$ cat src/rtl/deal_cards.sv
// deal_cards -- dealer stage owning the card availability bitmap.
//
// On a start pulse it deals deal_num cards one at a time through the
// single-card drawer: wait for draw_ready, pulse draw_one, wait for
// draw_done, validate the returned index, clear it from the bitmap and
// strobe it out on card_valid/card_idx. It refills the deck on command
// and flags a short deal when the deck runs dry.
//
// Ports:
//   clk, rst, interboard_rst    clock; synchronous active-high resets (same effect)
//   start, deal_num[4:0]        begin a deal of deal_num cards (sampled in IDLE)
//   deck_refill                 set every bit of available_card (sampled in IDLE)
//   draw_ready, draw_done,
//   drawn_card_idx[6:0]         drawer handshake and result
//   draw_one                    one-cycle draw request to the drawer
//   available_card[DECK_SIZE-1:0] registered bitmap, 1 = card still in deck
//   card_valid, card_idx[6:0]   one-cycle strobe with the newly dealt card
//   dealt_cnt[4:0]              cards dealt in the current or last deal
//   busy, done                  not-idle level; one-cycle end-of-deal pulse
//   short                       deck emptied before deal_num was reached
//   err                         sticky; drawer returned a bad or already-dealt index
module deal_cards #(
  parameter int unsigned DECK_SIZE = 106
) (
  input  logic                 clk,
  input  logic                 rst,
  input  logic                 interboard_rst,
  input  logic                 start,
  input  logic [4:0]           deal_num,
  input  logic                 deck_refill,
  input  logic                 draw_ready,
  input  logic                 draw_done,
  input  logic [6:0]           drawn_card_idx,
  output logic                 draw_one,
  output logic [DECK_SIZE-1:0] available_card,
  output logic                 card_valid,
  output logic [6:0]           card_idx,
  output logic [4:0]           dealt_cnt,
  output logic                 busy,
  output logic                 done,
  output logic                 short,
  output logic                 err
);

  localparam logic [6:0] DECK_LIMIT = 7'(DECK_SIZE);

  typedef enum logic [2:0] {
    S_IDLE,
    S_REQ,
    S_ISSUE,
    S_WAIT,
    S_COMMIT,
    S_FIN
  } state_e;

  state_e               state_q, state_d;
  logic [DECK_SIZE-1:0] avail_q, avail_d;
  logic [6:0]           card_idx_q, card_idx_d;
  logic [4:0]           dealt_q, dealt_d;
  logic [4:0]           num_q, num_d;
  logic                 short_q, short_d;
  logic                 err_q, err_d;
  logic                 idx_ok;

  // Range check guards the bitmap lookup so indices past the deck never
  // address a nonexistent bit.
  always_comb begin
    idx_ok = 1'b0;
    if (drawn_card_idx < DECK_LIMIT) begin
      idx_ok = avail_q[drawn_card_idx];
    end
  end

  always_comb begin
    state_d    = state_q;
    avail_d    = avail_q;
    card_idx_d = card_idx_q;
    dealt_d    = dealt_q;
    num_d      = num_q;
    short_d    = short_q;
    err_d      = err_q;

    unique case (state_q)
      S_IDLE: begin
        // Refill takes effect in the same edge as a start, so the deal
        // sees the full deck.
        if (deck_refill) begin
          avail_d = '1;
        end
        if (start) begin
          num_d   = deal_num;
          dealt_d = '0;
          short_d = 1'b0;
          err_d   = 1'b0;
          state_d = S_REQ;
        end
      end
      S_REQ: begin
        if (dealt_q == num_q) begin
          state_d = S_FIN;
        end else if (avail_q == '0) begin
          short_d = 1'b1;
          state_d = S_FIN;
        end else if (draw_ready) begin
          state_d = S_ISSUE;
        end
      end
      S_ISSUE: begin
        state_d = S_WAIT;
      end
      S_WAIT: begin
        // The bit clear and count bump land on the WAIT exit edge so that
        // both are already visible while card_valid is high in COMMIT.
        if (draw_done) begin
          card_idx_d = drawn_card_idx;
          if (idx_ok) begin
            avail_d[drawn_card_idx] = 1'b0;
            dealt_d                 = dealt_q + 5'd1;
            state_d                 = S_COMMIT;
          end else begin
            err_d   = 1'b1;
            state_d = S_REQ;
          end
        end
      end
      S_COMMIT: begin
        state_d = S_REQ;
      end
      S_FIN: begin
        state_d = S_IDLE;
      end
      default: begin
        state_d = S_IDLE;
      end
    endcase
  end

  always_ff @(posedge clk) begin
    if (rst || interboard_rst) begin
      state_q    <= S_IDLE;
      avail_q    <= '1;
      card_idx_q <= '0;
      dealt_q    <= '0;
      num_q      <= '0;
      short_q    <= 1'b0;
      err_q      <= 1'b0;
    end else begin
      state_q    <= state_d;
      avail_q    <= avail_d;
      card_idx_q <= card_idx_d;
      dealt_q    <= dealt_d;
      num_q      <= num_d;
      short_q    <= short_d;
      err_q      <= err_d;
    end
  end

  assign draw_one       = (state_q == S_ISSUE);
  assign card_valid     = (state_q == S_COMMIT);
  assign done           = (state_q == S_FIN);
  assign busy           = (state_q != S_IDLE);
  assign available_card = avail_q;
  assign card_idx       = card_idx_q;
  assign dealt_cnt      = dealt_q;
  assign short          = short_q;
  assign err            = err_q;

endmodule

$ cat config.mk
export PLATFORM = sky130hd
export DESIGN_NAME = deal_cards
export DESIGN_NICKNAME = d
export VERILOG_FILES = /design/src/rtl/deal_cards.sv
export SDC_FILE = /design/constraint.sdc
export NUM_CORES = 1
export LEC_CHECK = 0
export CAP_MARGIN = 20
export CELL_PAD_IN_SITES_DETAIL_PLACEMENT = 0
export CELL_PAD_IN_SITES_GLOBAL_PLACEMENT = 1
export CORE_UTILIZATION = 33
export CTS_BUF_LIST = sky130_fd_sc_hd__clkbuf_8 sky130_fd_sc_hd__clkbuf_16
export DETAILED_ROUTE_END_ITERATION = 8
export MAX_ROUTING_LAYER = met4
export PLACE_DENSITY_LB_ADDON = 0.1
export SETUP_SLACK_MARGIN = 0.3
export SLEW_MARGIN = 20
export SYNTH_ARGS = -nofsm -noshare
export SYNTH_HDL_FRONTEND = slang
export SYNTH_SLANG_ARGS = --single-unit
$ cat constraint.sdc
create_clock -name clk -period 3 [get_ports clk]
set_clock_uncertainty 0.15 [all_clocks]
set_input_delay 0.6 -clock clk [delete_from_list [all_inputs] [get_ports clk]]
set_output_delay 0.6 -clock clk [all_outputs]
set_load 0.02 [all_outputs]
* Word level (Yosys, flattened, before mapping)
Cells that the tools add are included.
** Operators by class
- Add/sub/neg operators :: 1
- Magnitude comparators :: 3
- Equality and inequality tests :: 14
- Muxes and demuxes :: 27
- Bitwise logic cells :: 2
- Reductions and logical operators :: 14
** Operators with widths (count)
- $mux 106 :: 3
- $pmux 106 s2 :: 1
- $and 106x106->106 :: 1
- $logic_not 106->1 :: 1
- $not 106->106 :: 1
- $mux 3 :: 6
- $reduce_and 4->1 :: 4
- $mux 5 :: 3
- $pmux 3 s5 :: 1
- $ne 2x2->1 const B :: 7
- $pmux 5 s2 :: 1
- $lt 7x8->1 const B :: 1
- $mux 1 :: 8
- $bmux 1 s7 :: 1
- $demux 1 s7 :: 1
- $ge 7x1->1 const B :: 1
- $lt 7x7->1 const B :: 1
- $eq 3x2->1 const B :: 2
- $eq 3x3->1 const B :: 2
- $add 5x1->5 const B :: 1
- $eq 5x5->1 :: 1
- $ne 4x4->1 const B :: 1
- $pmux 1 s2 :: 2
- $reduce_and 2->1 :: 2
- 7 further kinds :: 8
** Storage, ports and cells
- Register bits after elaboration :: 128
- Input bits :: 19
- Output and inout port bits :: 124
- Word-level logic and storage cells :: 68

* Depth between registers and ports, before layout
- Depth after elaboration :: 9
- Gate-level depth with buffers :: 11
- Gate-level depth less buffers :: 7

* Worst setup path before layout
No wires, ideal clock.
- Path kind :: input-to-reg
- Start :: input port drawn_card_idx[0]
- End :: register avail_q[104] (netlist: available_card[104])
- Setup time :: 81 ps
- Arrival :: 3017 ps
- Slack :: -248 ps
- Stages :: 10
- Cells stage by stage :: buf_6 > buf_4 > mux4_2 > mux4_2 > mux2i_1 > o22ai_1 > a211oi_2 > o22ai_1 > buf_2 > a41oi_1
** Between the ends
- Word-level cells in the longest chain between the ends :: 9
- Elaborated cells between the ends (all ways) :: 16
** RTL lines
- from (decl) :: RTL line 33 : input logic [6:0] drawn_card_idx,
- $lt 7x8->1 (not written as such) or $ge 7x1->1 (tied branches) :: RTL line 117 : avail_d[drawn_card_idx] = 1'b0;
- $logic_and 1x1->1 (not written as such) :: RTL line 117
- $mux 1 (not written as such) :: RTL line 117
- $demux 1 s7 :: RTL line 117
- $not 106->106 (no line)
- $and 106x106->106 (no line)
- $mux 106 :: RTL line 116 : if (idx_ok) begin
- $mux 106 :: RTL line 114 : if (draw_done) begin
- $pmux 106 s2 :: RTL line 83 : unique case (state_q)
- to (signal assigned) :: RTL line 149 : avail_q <= avail_d;
- to (decl) :: RTL line 57 : logic [DECK_SIZE-1:0] avail_q, avail_d;
Several ways; a longest one is shown, not always the timed one. The select of a mux whose other input is x is not followed.
A chain may end at the register's enable or synchronous reset.

* Worst setup path in the final report
- Start :: input port drawn_card_idx[0]
- End :: register avail_q[32] (netlist: available_card[32])
The elaborated chain is that of the path after synthesis.

==> results.md <==
* Status: finished clean
* Sinks on Clock Net at 128
* Post-Route Setup TNS at 0 ps
* ANT cells at 0
* Clock tree buffer depth at 2
* Clock Root Buffer: clkbuf_16
* Avg Inst Size Synth at 8.68 sq um
* FF-to-FF path depth at 9
* Reg-to-Reg End: available_card[32]
* Most frequent cells in the layout: 145 x nor2_1, 137 x clkdlybuf4s50_1, 128 x dfxtp_1, 55 x buf_4, 43 x nand2_1
* Pwr Density at 471 nW/um^2
* CP max stage cell: mux4_2
* CTS Hold Bufs at 0
* CTS tree: built
* Storage element area at 2560 sq um
* Setup CP Type: primary input to flop
* RSZ-0062 raised after global routing: true
* Final period util at 96.6%
* Layout cell share with drive strength beyond 1 at 25.2%
* Gp weighted congestion at 0.880
* Max Clk Rate at 345 MHz
* Async SR Flop Fraction at 0%
* DR iter-0 viols at 481
* Rel. slew slack at 46.3%
* FF-to-FF Start: available_card[66]
* Final #Nets at 872
* Die Area at 17900 sq um
* EDFF count, synth at 0
* Synthesized Nets at 679
* Crit path largest cell delay at 510 ps
* Crit path depth at 11
* Mapped Area at 5720 sq um
* Detailed-route via count at 6051
* Total GRT Usage at 26.6%
* CP Launch Type: primary input
* GRT overflow at 0
* Number of hold violations in the final report at 0
* Clock transition at path regs at 60 ps
* Worst min path class: flop to flop
* Total design power at 0.00437 W
* Multi-input gate area at 3410 sq um
* Commonest non-fill, non-tap cell in the layout: nor2_1
* CTS H-Tree Depth at 4
* Num CTS Buffers at 17
* Pre-Repair DR Iteration Count at 5
* Synthesis-stage register bit count at 128
* Slew of the pin with the lowest slew margin at 800 ps
* Via density at 5.58
* Synth cell types at 48
* Die width at 134 microns
* Fin crit period at 2900 ps
* Core area at 16800 sq um
* DR WL/cell at 21.0 microns
* CP endpoint kind: flop
* Worst Setup SP: drawn_card_idx[0]
* Row count at 47
* Leak at 3.15 nW
* WP buf/inv at 4
* Final core utilization at 55.3%
* Fillcell total at 1522
* I/O pins at 143
* Chip Height at 134 microns
* Largest net degree at the start of global routing at 55
* Critical path destination: available_card[32]
* Post-synthesis sequential area ratio at 44.8%
* Vias in the first global route at 5887
* Reg2reg setup slack at 190 ps
* Finish-stage setup viols at 0
* WL final at 22800 microns
* Worst skew pair latency at 430 ps
* Area Overhead vs Synth at 62.2%
* HPWL Detailed at 15500 microns
* Max cap viols at 0
* Placed Area at 7830 sq um
* Worst path required time at 3190 ps
* First-pass GRT wire length at 34500 microns
* Yosys Warn Count at 0
* Detailed-route DRC error count at 0
* Design area at 9270 sq um
* Number of slew-limit violations in the final report at 0
* Syn Inst Count at 659
* Worst VDD drop at 0.000403 V
* Crit-path cells: buf_12 -> buf_12 -> mux4_2 -> mux4_2 -> mux2i_4 -> o22ai_4 -> a211oi_4 -> o22ai_4 -> buf_6 -> buf_16 -> a31oi_1
* CP top delay family: multiplexers
* Post-synth top flop: dfxtp_1
* Initial antenna violation count at 0
* Crit path max fanout at 7
* Starting Density at 34.1%
* Critical path data arrival time at 3090 ps
* I/O Buffers at 142
* DRT antenna net count at 0
[layer usage]
layer	vias up	track usage (%)	part of all wire [%]
li1	2797	-	-
met1	2970	34.7	45
met2	244	41.2	47
met3	40	4.72	5.3
met4	0	9.85	2.4
met5	-	-	0
[report_power, final]
group / internal, W / switching [W]
clock network: 0.00145 / 0.000767
registers: 0.00171 / 0.00000596
logic: 0.000199 / 0.000246
[sequential cells by signal (all words and copies together), names as in the netlist]
signal	cells
num_q	5
err	1
state_q	3
dealt_cnt	5
available_card	106
short	1
card_idx	7
[how the worst min path moves through the flow]
stage                     slack (ps)  depth (start not counted)        start           to
final                            310                          2  card_idx[0]  card_idx[0]
after global routing             330                          2  card_idx[6]  card_idx[6]
after CTS                        310                          2  card_idx[0]  card_idx[0]
after detailed placement         300                          2  card_idx[0]  card_idx[0]
after global placement           300                          2  card_idx[0]  card_idx[0]
after floorplan                  300                          2     num_q[1]     num_q[1]
[synthesized netlist by cell type, types with 2 or more instances]
cell type,number,area (sq um)
a21oi_1,74,370
buf_2,9,45.0
nand2_1,44,165
nor2_1,145,544
nand2b_1,5,31.3
a41oi_1,2,17.5
xnor2_1,3,26.3
or3_1,2,12.5
nor3b_1,2,15.0
nand4_1,7,43.8
mux2_2,3,33.8
nand3_1,7,35.0
a221o_1,2,20.0
mux4_2,27,608
o22ai_1,3,18.8
o31ai_1,4,30.0
and2_1,2,12.5
or4_1,4,30.0
nor4_1,28,175
clkbuf_1,35,131
a22oi_1,2,15.0
xor2_1,2,17.5
nor3_1,17,85.1
o21ai_0,5,25.0
inv_1,7,26.3
buf_6,2,22.5
buf_1,4,15.0
a31oi_1,51,319
dfxtp_1,128,2560
and3_1,3,18.8
nor2b_1,6,37.5
or2_2,3,18.8
mux2i_1,6,60.1
[cell families after synthesis]
| group | Yosys count | synth area share [%] |
|---|---|---|
| compound gates | 152 | 15.6 |
| xor+xnor | 5 | 0.766 |
| fa+ha+maj | 1 | 0.219 |
| buf+inv | 58 | 4.33 |
| flops | 128 | 44.8 |
| mux | 36 | 12.3 |
| simple gates | 279 | 22.0 |
[per-stage QoR]
step | worst slack [ps] | instances | hold WS, ps
floorplan | -43.1 | 659 | 298
global placement | -633 | 1033 | 304
detailed placement | -676 | 1033 | 301
CTS | 63.0 | 1082 | 309
global route | 21.5 | 1085 | 334
finish | 101 | 1085 | 310
[worst reg2reg max path: stages (launching register included)]
cell and delay (ps):
dfxtp_1 360, mux4_2 480, mux4_2 490, mux2i_4 210, o22ai_4 110, a211oi_4 280
o22ai_4 170, buf_6 180, buf_16 150, a31oi_1 140
[final cells by class]
class	count	share of cell area, %
multi-input cells	473	36.8
flip-flops and latches	128	27.6
clock inverters	12	1.78
clock buffers	20	5.03
repair buffers	225	25.6
inverters	7	0.283
well taps	220	2.97
[repair_timing]
action                     4_1_cts  5_1_grt
pin swaps                       30       15
gates resized for setup         57       44
setup buffers                    9        2
setup endpoints to repair      114      116
gates cloned                     8        1
Note: power is estimated with default switching activity, not from simulation.
